==> src/rtl/pe_rx_if.sv <==
// rtl/pe_rx_if.sv - input beat / result handshake bundle for the pe_rx processing element
interface pe_rx_if #(
    parameter int MUL_BW = 16,
    parameter int ACC_BW = 32
);
    logic [1:0]               mode;
    logic                     in_valid;
    logic                     in_ready;
    logic signed [MUL_BW-1:0] x_i;
    logic signed [MUL_BW-1:0] wc_i;
    logic signed [ACC_BW-1:0] o_i;
    logic                     flush;
    logic                     out_valid;
    logic                     out_ready;
    logic signed [ACC_BW-1:0] mac_o;
    logic                     sat_o;
    logic signed [MUL_BW-1:0] wc_o;
    logic signed [MUL_BW-1:0] x_o;

    modport master (
        output mode, in_valid, x_i, wc_i, o_i, flush, out_ready,
        input  in_ready, out_valid, mac_o, sat_o, wc_o, x_o
    );

    modport slave (
        input  mode, in_valid, x_i, wc_i, o_i, flush, out_ready,
        output in_ready, out_valid, mac_o, sat_o, wc_o, x_o
    );
endinterface

==> src/rtl/pe_rx.sv <==
// rtl/pe_rx.sv - systolic PE: gemm MAC or Horner-style unary evaluation; PE_RX_SAT_EN selects saturating arithmetic
module pe_rx #(
    parameter int INT_BW   = 5,
    parameter int FRA_BW   = 10,
    parameter int MUL_BW   = 16,
    parameter int ACC_BW   = 32,
    parameter int UNO_ITER = 4
) (
    input logic  clk,
    input logic  rst_n,
    pe_rx_if.slave bus
);
    localparam int                CNT_W     = (UNO_ITER > 1) ? $clog2(UNO_ITER) : 1;
    localparam logic [CNT_W-1:0]  CNT_LAST  = CNT_W'(UNO_ITER - 1);
    localparam logic [1:0]        MODE_GEMM = 2'b00;
`ifdef PE_RX_SAT_EN
    localparam logic signed [ACC_BW-1:0] ACC_MAX = {1'b0, {(ACC_BW-1){1'b1}}};
    localparam logic signed [ACC_BW-1:0] ACC_MIN = {1'b1, {(ACC_BW-1){1'b0}}};
    localparam logic signed [MUL_BW-1:0] MUL_MAX = {1'b0, {(MUL_BW-1){1'b1}}};
    localparam logic signed [MUL_BW-1:0] MUL_MIN = {1'b1, {(MUL_BW-1){1'b0}}};
`endif

    if (MUL_BW < INT_BW + FRA_BW + 1 || ACC_BW < 2 * MUL_BW || UNO_ITER < 2) begin : g_bad_params
        $error("pe_rx: illegal parameter combination");
    end

    typedef enum logic [0:0] {IDLE, UNO} state_e;

    state_e                   state_q, state_d;
    logic [CNT_W-1:0]         cnt_q, cnt_d;
    logic signed [MUL_BW-1:0] acc_q, acc_d;
    logic signed [MUL_BW-1:0] xreg_q, xreg_d;
    logic signed [MUL_BW-1:0] wc_q, wc_d;
    logic signed [MUL_BW-1:0] x_q, x_d;
    logic [1:0]               uno_mode_q, uno_mode_d;
    logic                     sat_acc_q, sat_acc_d;
    logic                     out_valid_q, out_valid_d;
    logic                     sat_q, sat_d;
    logic signed [ACC_BW-1:0] mac_q, mac_d;

    logic                       in_ready;
    logic                       accept;
    logic signed [2*MUL_BW-1:0] gemm_prod;
    logic signed [ACC_BW:0]     gemm_sum;
    logic signed [ACC_BW-1:0]   gemm_res;
    logic                       gemm_sat;
    logic signed [2*MUL_BW-1:0] uno_prod;
    logic signed [2*MUL_BW-1:0] uno_shift;
    logic signed [2*MUL_BW:0]   uno_sum;
    logic signed [MUL_BW-1:0]   uno_res;
    logic                       uno_sat;

    assign in_ready = ~out_valid_q | bus.out_ready;
    assign accept   = bus.in_valid & in_ready;

    // Sums are formed one bit wider than the target so overflow is visible in the top bits.
    always_comb begin
        gemm_prod = {{MUL_BW{bus.wc_i[MUL_BW-1]}}, bus.wc_i} * {{MUL_BW{bus.x_i[MUL_BW-1]}}, bus.x_i};
        gemm_sum  = {{(ACC_BW+1-2*MUL_BW){gemm_prod[2*MUL_BW-1]}}, gemm_prod}
                  + {bus.o_i[ACC_BW-1], bus.o_i};
        uno_prod  = {{MUL_BW{acc_q[MUL_BW-1]}}, acc_q} * {{MUL_BW{xreg_q[MUL_BW-1]}}, xreg_q};
        uno_shift = uno_prod >>> FRA_BW;
        uno_sum   = {uno_shift[2*MUL_BW-1], uno_shift}
                  + {{(MUL_BW+1){bus.wc_i[MUL_BW-1]}}, bus.wc_i};
`ifdef PE_RX_SAT_EN
        gemm_sat  = gemm_sum[ACC_BW] ^ gemm_sum[ACC_BW-1];
        gemm_res  = gemm_sat ? (gemm_sum[ACC_BW] ? ACC_MIN : ACC_MAX) : ACC_BW'(gemm_sum);
        uno_sat   = !((&uno_sum[2*MUL_BW:MUL_BW-1]) || !(|uno_sum[2*MUL_BW:MUL_BW-1]));
        uno_res   = uno_sat ? (uno_sum[2*MUL_BW] ? MUL_MIN : MUL_MAX) : MUL_BW'(uno_sum);
`else
        gemm_sat  = 1'b0;
        gemm_res  = ACC_BW'(gemm_sum);
        uno_sat   = 1'b0;
        uno_res   = MUL_BW'(uno_sum);
`endif
    end

    always_comb begin
        state_d     = state_q;
        cnt_d       = cnt_q;
        acc_d       = acc_q;
        xreg_d      = xreg_q;
        wc_d        = wc_q;
        x_d         = x_q;
        uno_mode_d  = uno_mode_q;
        sat_acc_d   = sat_acc_q;
        out_valid_d = out_valid_q;
        sat_d       = sat_q;
        mac_d       = mac_q;

        // The systolic forward registers load even when a flush drops the beat.
        if (accept) begin
            wc_d = bus.wc_i;
            x_d  = bus.x_i;
        end
        if (out_valid_q && bus.out_ready) begin
            out_valid_d = 1'b0;
        end

        case (state_q)
            IDLE: begin
                if (accept) begin
                    if (bus.mode == MODE_GEMM) begin
                        out_valid_d = 1'b1;
                        mac_d       = gemm_res;
                        sat_d       = gemm_sat;
                    end else begin
                        acc_d      = bus.wc_i;
                        xreg_d     = bus.x_i;
                        cnt_d      = CNT_W'(1);
                        uno_mode_d = bus.mode;
                        sat_acc_d  = 1'b0;
                        state_d    = UNO;
                    end
                end
            end
            UNO: begin
                if (bus.flush) begin
                    state_d   = IDLE;
                    cnt_d     = '0;
                    acc_d     = '0;
                    sat_acc_d = 1'b0;
                end else if (accept && uno_mode_q != MODE_GEMM) begin
                    acc_d = uno_res;
                    if (cnt_q == CNT_LAST) begin
                        out_valid_d = 1'b1;
                        mac_d       = {{(ACC_BW-MUL_BW){uno_res[MUL_BW-1]}}, uno_res};
                        sat_d       = sat_acc_q | uno_sat;
                        sat_acc_d   = 1'b0;
                        cnt_d       = '0;
                        state_d     = IDLE;
                    end else begin
                        sat_acc_d = sat_acc_q | uno_sat;
                        cnt_d     = cnt_q + CNT_W'(1);
                    end
                end
            end
            default: begin
                state_d = IDLE;
            end
        endcase
    end

    always_ff @(posedge clk or negedge rst_n) begin
        if (!rst_n) begin
            state_q     <= IDLE;
            cnt_q       <= '0;
            acc_q       <= '0;
            xreg_q      <= '0;
            wc_q        <= '0;
            x_q         <= '0;
            uno_mode_q  <= '0;
            sat_acc_q   <= 1'b0;
            out_valid_q <= 1'b0;
            sat_q       <= 1'b0;
            mac_q       <= '0;
        end else begin
            state_q     <= state_d;
            cnt_q       <= cnt_d;
            acc_q       <= acc_d;
            xreg_q      <= xreg_d;
            wc_q        <= wc_d;
            x_q         <= x_d;
            uno_mode_q  <= uno_mode_d;
            sat_acc_q   <= sat_acc_d;
            out_valid_q <= out_valid_d;
            sat_q       <= sat_d;
            mac_q       <= mac_d;
        end
    end

    assign bus.in_ready  = in_ready;
    assign bus.out_valid = out_valid_q;
    assign bus.mac_o     = mac_q;
    assign bus.sat_o     = sat_q;
    assign bus.wc_o      = wc_q;
    assign bus.x_o       = x_q;
endmodule
==> src/flat_wrapper.sv <==
// flat-port wrapper written by rule: the top's interface ports become plain ports
module pe_rx_flat 
#(
    parameter int INT_BW   = 5,
    parameter int FRA_BW   = 10,
    parameter int MUL_BW   = 16,
    parameter int ACC_BW   = 32,
    parameter int UNO_ITER = 4
)
  (clk, rst_n, bus_mode, bus_in_valid, bus_x_i, bus_wc_i, bus_o_i, bus_flush, bus_out_ready, bus_in_ready, bus_out_valid, bus_mac_o, bus_sat_o, bus_wc_o, bus_x_o);
  pe_rx_if #(.MUL_BW(MUL_BW), .ACC_BW(ACC_BW)) bus_i ();
  input logic clk;
  input logic rst_n;
  input wire logic [$bits(bus_i.mode)-1:0] bus_mode;
  input wire logic [$bits(bus_i.in_valid)-1:0] bus_in_valid;
  input wire logic [$bits(bus_i.x_i)-1:0] bus_x_i;
  input wire logic [$bits(bus_i.wc_i)-1:0] bus_wc_i;
  input wire logic [$bits(bus_i.o_i)-1:0] bus_o_i;
  input wire logic [$bits(bus_i.flush)-1:0] bus_flush;
  input wire logic [$bits(bus_i.out_ready)-1:0] bus_out_ready;
  output wire logic [$bits(bus_i.in_ready)-1:0] bus_in_ready;
  output wire logic [$bits(bus_i.out_valid)-1:0] bus_out_valid;
  output wire logic [$bits(bus_i.mac_o)-1:0] bus_mac_o;
  output wire logic [$bits(bus_i.sat_o)-1:0] bus_sat_o;
  output wire logic [$bits(bus_i.wc_o)-1:0] bus_wc_o;
  output wire logic [$bits(bus_i.x_o)-1:0] bus_x_o;
  assign bus_i.mode = bus_mode;
  assign bus_i.in_valid = bus_in_valid;
  assign bus_i.x_i = bus_x_i;
  assign bus_i.wc_i = bus_wc_i;
  assign bus_i.o_i = bus_o_i;
  assign bus_i.flush = bus_flush;
  assign bus_i.out_ready = bus_out_ready;
  assign bus_in_ready = bus_i.in_ready;
  assign bus_out_valid = bus_i.out_valid;
  assign bus_mac_o = bus_i.mac_o;
  assign bus_sat_o = bus_i.sat_o;
  assign bus_wc_o = bus_i.wc_o;
  assign bus_x_o = bus_i.x_o;
  pe_rx #(.INT_BW(INT_BW), .FRA_BW(FRA_BW), .MUL_BW(MUL_BW), .ACC_BW(ACC_BW), .UNO_ITER(UNO_ITER)) u_core (.clk(clk), .rst_n(rst_n), .bus(bus_i));
endmodule
==> config.mk <==
export PLATFORM = sky130hd
export DESIGN_NAME = pe_rx_flat
export DESIGN_NICKNAME = d
export VERILOG_FILES = /design/src/rtl/pe_rx_if.sv /design/src/rtl/pe_rx.sv /design/src/flat_wrapper.sv
export SDC_FILE = /design/constraint.sdc
export NUM_CORES = 2
export LEC_CHECK = 0
export ABC_AREA = 0
export BUFFER_PORTS_ARGS = -buffer_cell sky130_fd_sc_hd__buf_2
export CORE_MARGIN = 3
export CORE_UTILIZATION = 70
export DETAILED_ROUTE_END_ITERATION = 6
export PLACE_DENSITY = 0.89
export SYNTH_ARGS = -nofsm -noshare
export SYNTH_HDL_FRONTEND = slang
export SYNTH_SLANG_ARGS = --single-unit
==> constraint.sdc <==
create_clock -name clk -period 22.3 [get_ports clk]
set_clock_uncertainty 0.15 [all_clocks]
set_input_delay 1.115 -clock clk [delete_from_list [all_inputs] [get_ports clk]]
set_output_delay 1.115 -clock clk [all_outputs]
set_load 0.05 [all_outputs]
Word-level counts from Yosys, hierarchy flattened. Index checks and enable logic that the tools add are counted.

Bits in read-only memories: 0. Memories kept: 0. Register bits after elaboration: 104. RAM bits: 0. Input bits: 71. Output and inout port bits: 67. Word-level logic and storage cells: 80. Latch bits: 0.

Magnitude comparators: 0. Add/subtract/negate cells: 3. Mux-type cells: 42. Equal/unequal tests: 9. Bitwise logic cells: 5. Divide/modulo/power cells: 0. Shifts and indexed selects: 0. Multipliers: 2. Reduce and logical (&&, ||, !) cells: 8.

Operator list (count): $mux W32 (5); $mux W16 (4); $pmux W32 S2 (1); $add A32 B32 Y32 (1); $mul A16 B16 Y32 (1); $pmux W16 S2 (1); $mul A16 B16 Y26 (1); $mux W1 (21); $add A16 B16 Y16 (1); $mux W2 (5); $ne A2 B2 Y1 const B (4); $pmux W1 S2 (4); $ne A3 B3 Y1 const B (2); $reduce_and A3 Y1 (2); $reduce_and A5 Y1 (1); $ne A2 B1 Y1 const B (2); $pmux W2 S2 (1); $reduce_and A4 Y1 (1); $not A1 Y1 (3); $add A2 B1 Y2 const B (1); $eq A2 B2 Y1 const B (1); $logic_and A1 B1 Y1 (2); $logic_not A2 Y1 (1); $reduce_bool A2 Y1 (1); other kinds (2) (2).

Longest topological paths before layout.
Word-level depth: 7. Depth in mapped cells: 35.

Worst setup path after synthesis. OpenSTA, ideal clock, no wires.

Path type: flip-flop to flip-flop. From: register u_core.xreg_q[1]. To: register u_core.mac_q[15] (netlist: u_core.bus.mac_o[15]). Arrival: 7.230 ns. Period minus slack after synthesis: 7.445 ns. Path slack: 14.855 ns. Cell stages (with the launch flop): 33. Path through: dfrtp_1 clkbuf_1 nand2_1 fa_1 fa_1 fa_1 inv_1 fa_1 fa_1 inv_1 fa_1 inv_1 ha_1 a2111oi_0 nor2b_1 o21ai_1 nand3_1 a31oi_1 a21o_1 a21oi_1 xnor2_1 ha_1 clkbuf_1 a21oi_1 inv_1 a21oi_1 o21ai_0 a21oi_1 xnor2_1 xnor2_2 nand2b_1 buf_4 o221a_2.

Cells in the longest elaborated chain, start to end: 6.

RTL lines: start, declared (RTL line pe_rx.sv:32) `logic signed [MUL_BW-1:0] xreg_q, xreg_d;`; start signal, assigned (RTL line pe_rx.sv:161) `xreg_q <= xreg_d;`; $mul A16 B16 Y26 (RTL line pe_rx.sv:61) `uno_prod = {{MUL_BW{acc_q[MUL_BW-1]}}, acc_q} * {{MUL_BW{xreg_q[MUL_BW-1]}}, xreg_q};`; $add A16 B16 Y16 (RTL line pe_rx.sv:64) `+ {{(MUL_BW+1){bus.wc_i[MUL_BW-1]}}, bus.wc_i};`; $mux W32 (RTL line pe_rx.sv:125) `if (cnt_q == CNT_LAST) begin`; $mux W32 (RTL line pe_rx.sv:123) `end else if (accept && uno_mode_q != MODE_GEMM) begin`; $mux W32 (RTL line pe_rx.sv:118) `if (bus.flush) begin`; $pmux W32 S2 (RTL line pe_rx.sv:100) `case (state_q)`; end signal, assigned (RTL line pe_rx.sv:168) `mac_q <= mac_d;`; end, declared (RTL line pe_rx.sv:39) `logic signed [ACC_BW-1:0] mac_q, mac_d;`.

Every way passes these cells. The select of a mux whose other input is x is not followed. A chain may end at the register's enable or synchronous reset.

Worst setup path in the final report.
From: register u_core.xreg_q[2]. To: register u_core.mac_q[26] (netlist: u_core.bus.mac_o[26]).

The elaborated chain is that of the path after synthesis.

==> out/metrics.yaml <==
outcome: "finished clean"
yosys_warnings: 0
routed_via_density: 5.97
antenna_found_initial: 2
rsz0062_at_grt: "no"
worstMarginPinSlew_ns: 0.882
synth.top_cells.by_area: "fa_1 (43%), dfrtp_1 (11%), ha_1 (10%), inv_1 (8.9%), nand2_1 (6.3%)"
yosysUniqueCellTypes: 69
die_w_um: 189
slew-limit-headroom_pct: 40.9
arrival_ns: 8.68
syn_nets: 3290
grt_pass1_vias: 20264
synth_edf_count: 0
cpMaxStageDelayCell: "dfrtp_1"
grt_max_degree: 56
synth_top_area_cell: "fa_1"
drtIter0Drc: 1858
endpoint_kind: "flip-flop"
grt.total_usage_pct: 37.8
drive_above_1_share_pct: 8.04
clock_path_buffers: 2
ys_seq_area_share_pct: 10.9
hold_viol: 0
path_delay_family: "adder cells"
grt.overflow.total: 0
initial_utilization_pct: 71.6
area_growth_pct: 5.23
period_needed_ns: 8.51
core_area_um2: 32800
cts_max_level: 3
grt_pass1_wl_mm: 105
finalNetCount: 3341
timing_worst_setup_path_type: "flip-flop to flip-flop"
dp_hpwl_mm: 50.7
wl_per_cell_um: 21.0
startpoint_type: "flip-flop"
post-cts-setup-buffers: 0
synth_common_cells: "inv_1 (554), fa_1 (501), nand2_1 (392), and2_1 (208), ha_1 (187)"
gp_congestion: 1.01
slowest_delay_ns: 0.78
die_y_um: 189
clock_latency_ns: 0.39
critical_path_buf_inv_count: 4
hold_path.class: "flip-flop to flip-flop"
maxSlewViolCount: 0
postSynthCellCount: 2531
num_rows: 66
detailedPlace.worstSlack_ns: 13.91
via_count: 18098
cpMostUsedCell: "fa_1"
setup_viol: 0
synth_top_area_share_pct: 42.8
drc_errors: 0
final.setup.tns_ns: 0
worst-path-max-fanout: 17
fp.dieArea_um2: 35700
hold_buffers: 0
root_buffer: "clkbuf_16"
wirelength_mm: 63.7
drt-pass1-iter-count: 6
port_buffers: 136
cts_resized: 0
fmax_ghz: 0.117
cts_sinks: 102
synth_area_per_cell_um2: 9.27
ys.flop_type: "dfrtp_1"
ioPinCount: 138
period_share_pct: 38.2
worst_slack_ns: 13.79
ant_nets: 0
drv_cap: 0
utilization_pct: 75.3
synth_seq_cells: 102
async_flop_share_pct: 100
cp.required_ns: 22.46
tritoncts: "built"
clk_pin_slew_ns: 0.08
syn-cell-area_um2: 23500
yosysMostFrequentCell: "inv_1"
numCtsBuffers: 9
[logic make-up (layout without fill, tap and decap cells)]
family / Yosys count / in the layout / synth area share [%]
AO/OA/AOI/OAI: 222 / 222 / 6.37
XOR/XNOR: 90 / 90 / 3.39
adder cells (fa/ha/maj): 688 / 688 / 52.7
buffers and inverters: 660 / 716 / 10.6
flip-flops: 102 / 102 / 10.9
multiplexers: 22 / 22 / 1.03
other: 1 / 2 / 0.0160
AND/OR/NAND/NOR: 746 / 746 / 15.0
[final cells by class]
class                           instances  area [µm²]
Timing Repair Buffer                  145         751
Multi-Input combinational cell       1769       18400
Inverter                              555        2080
Sequential cell                       102        2550
Clock buffer                            9         225
Tap cell                              442         553
Antenna cell                            1        2.50
Fill cell                            2234        8100
Clock inverter                          7        91.3
[per-layer routing]
layer  up-vias  GRT usage, %  wire [µm]
met5         -             0          7
met4         2          20.0       4130
met3       292          7.44       6420
met2      1038          62.8      31100
met1      9107          47.4      22000
li1       7659             -          -
[flip-flops by register name (all words and copies together), names as in the netlist]
| register | cells |
|---|---|
| u_core.state_q | 1 |
| u_core.bus.out_valid | 1 |
| u_core.cnt_q | 2 |
| u_core.bus.mac_o | 32 |
| u_core.xreg_q | 16 |
| u_core.uno_mode_q | 2 |
| u_core.bus.x_o | 16 |
| u_core.bus.wc_o | 16 |
| u_core.acc_q | 16 |
[placed cells by master, fill, tap and decap left out, drive strengths merged, types with 4 or more instances in the layout]
| cell type | n |
|---|---|
| a21o | 19 |
| o31ai | 4 |
| inv | 557 |
| nor2 | 64 |
| ha | 187 |
| a31oi | 9 |
| dfrtp | 102 |
| clkbuf | 9 |
| xnor2 | 73 |
| nand2b | 25 |
| nor3 | 12 |
| o221a | 10 |
| xor2 | 17 |
| o21ai | 47 |
| mux2i | 4 |
| and2 | 209 |
| a21oi | 65 |
| nand2 | 393 |
| nand3 | 12 |
| o221ai | 8 |
| nand4 | 5 |
| o21a | 16 |
| nor2b | 13 |
| buf | 145 |
| o311ai | 4 |
| a22oi | 8 |
| and3 | 6 |
| o211ai | 8 |
| fa | 501 |
| mux2 | 18 |
[worst reg2reg max path, delay by kind of cell, from the launching register on]
family                     cells  cell delay [ns]
buffers and inverters          4             0.21
xor gates and xnor gates       3             0.50
adders and majority gates      8             3.72
and+or+nand+nor                4             0.97
DFF                            1             0.78
AOI/OAI and AO/OA             10             2.12
[through the flow]
stage	area, µm²	hold slack [ns]	std cells
after floorplan	23500	0.337	2531
after global placement	24400	0.303	3013
after detailed placement	24400	0.307	3013
after CTS	24700	0.329	3029
after global routing	24700	0.352	3030
final	24700	0.325	3030
[final timing paths]
check	end	cells after the start	slack, ns	startpoint
setup / recovery	u_core.bus.mac_o[26]$_DFFE_PN0P_	29	13.79	u_core.xreg_q[2]$_DFFE_PN0P_
hold / removal	u_core.bus.x_o[14]$_DFFE_PN0P_	2	0.32	u_core.bus.x_o[14]$_DFFE_PN0P_
setup reg to reg	u_core.bus.mac_o[26]$_DFFE_PN0P_	29	13.79	u_core.xreg_q[2]$_DFFE_PN0P_
hold reg to reg	u_core.bus.x_o[14]$_DFFE_PN0P_	2	0.32	u_core.bus.x_o[14]$_DFFE_PN0P_
max in group asynchronous	u_core.bus.wc_o[15]$_DFFE_PN0P_	2	20.15	rst_n
min in group asynchronous	u_core.bus.mac_o[8]$_DFFE_PN0P_	1	0.64	rst_n
Power is not shown: default switching activity piles up to over one toggle a cycle in this logic, so the estimate is an artifact.
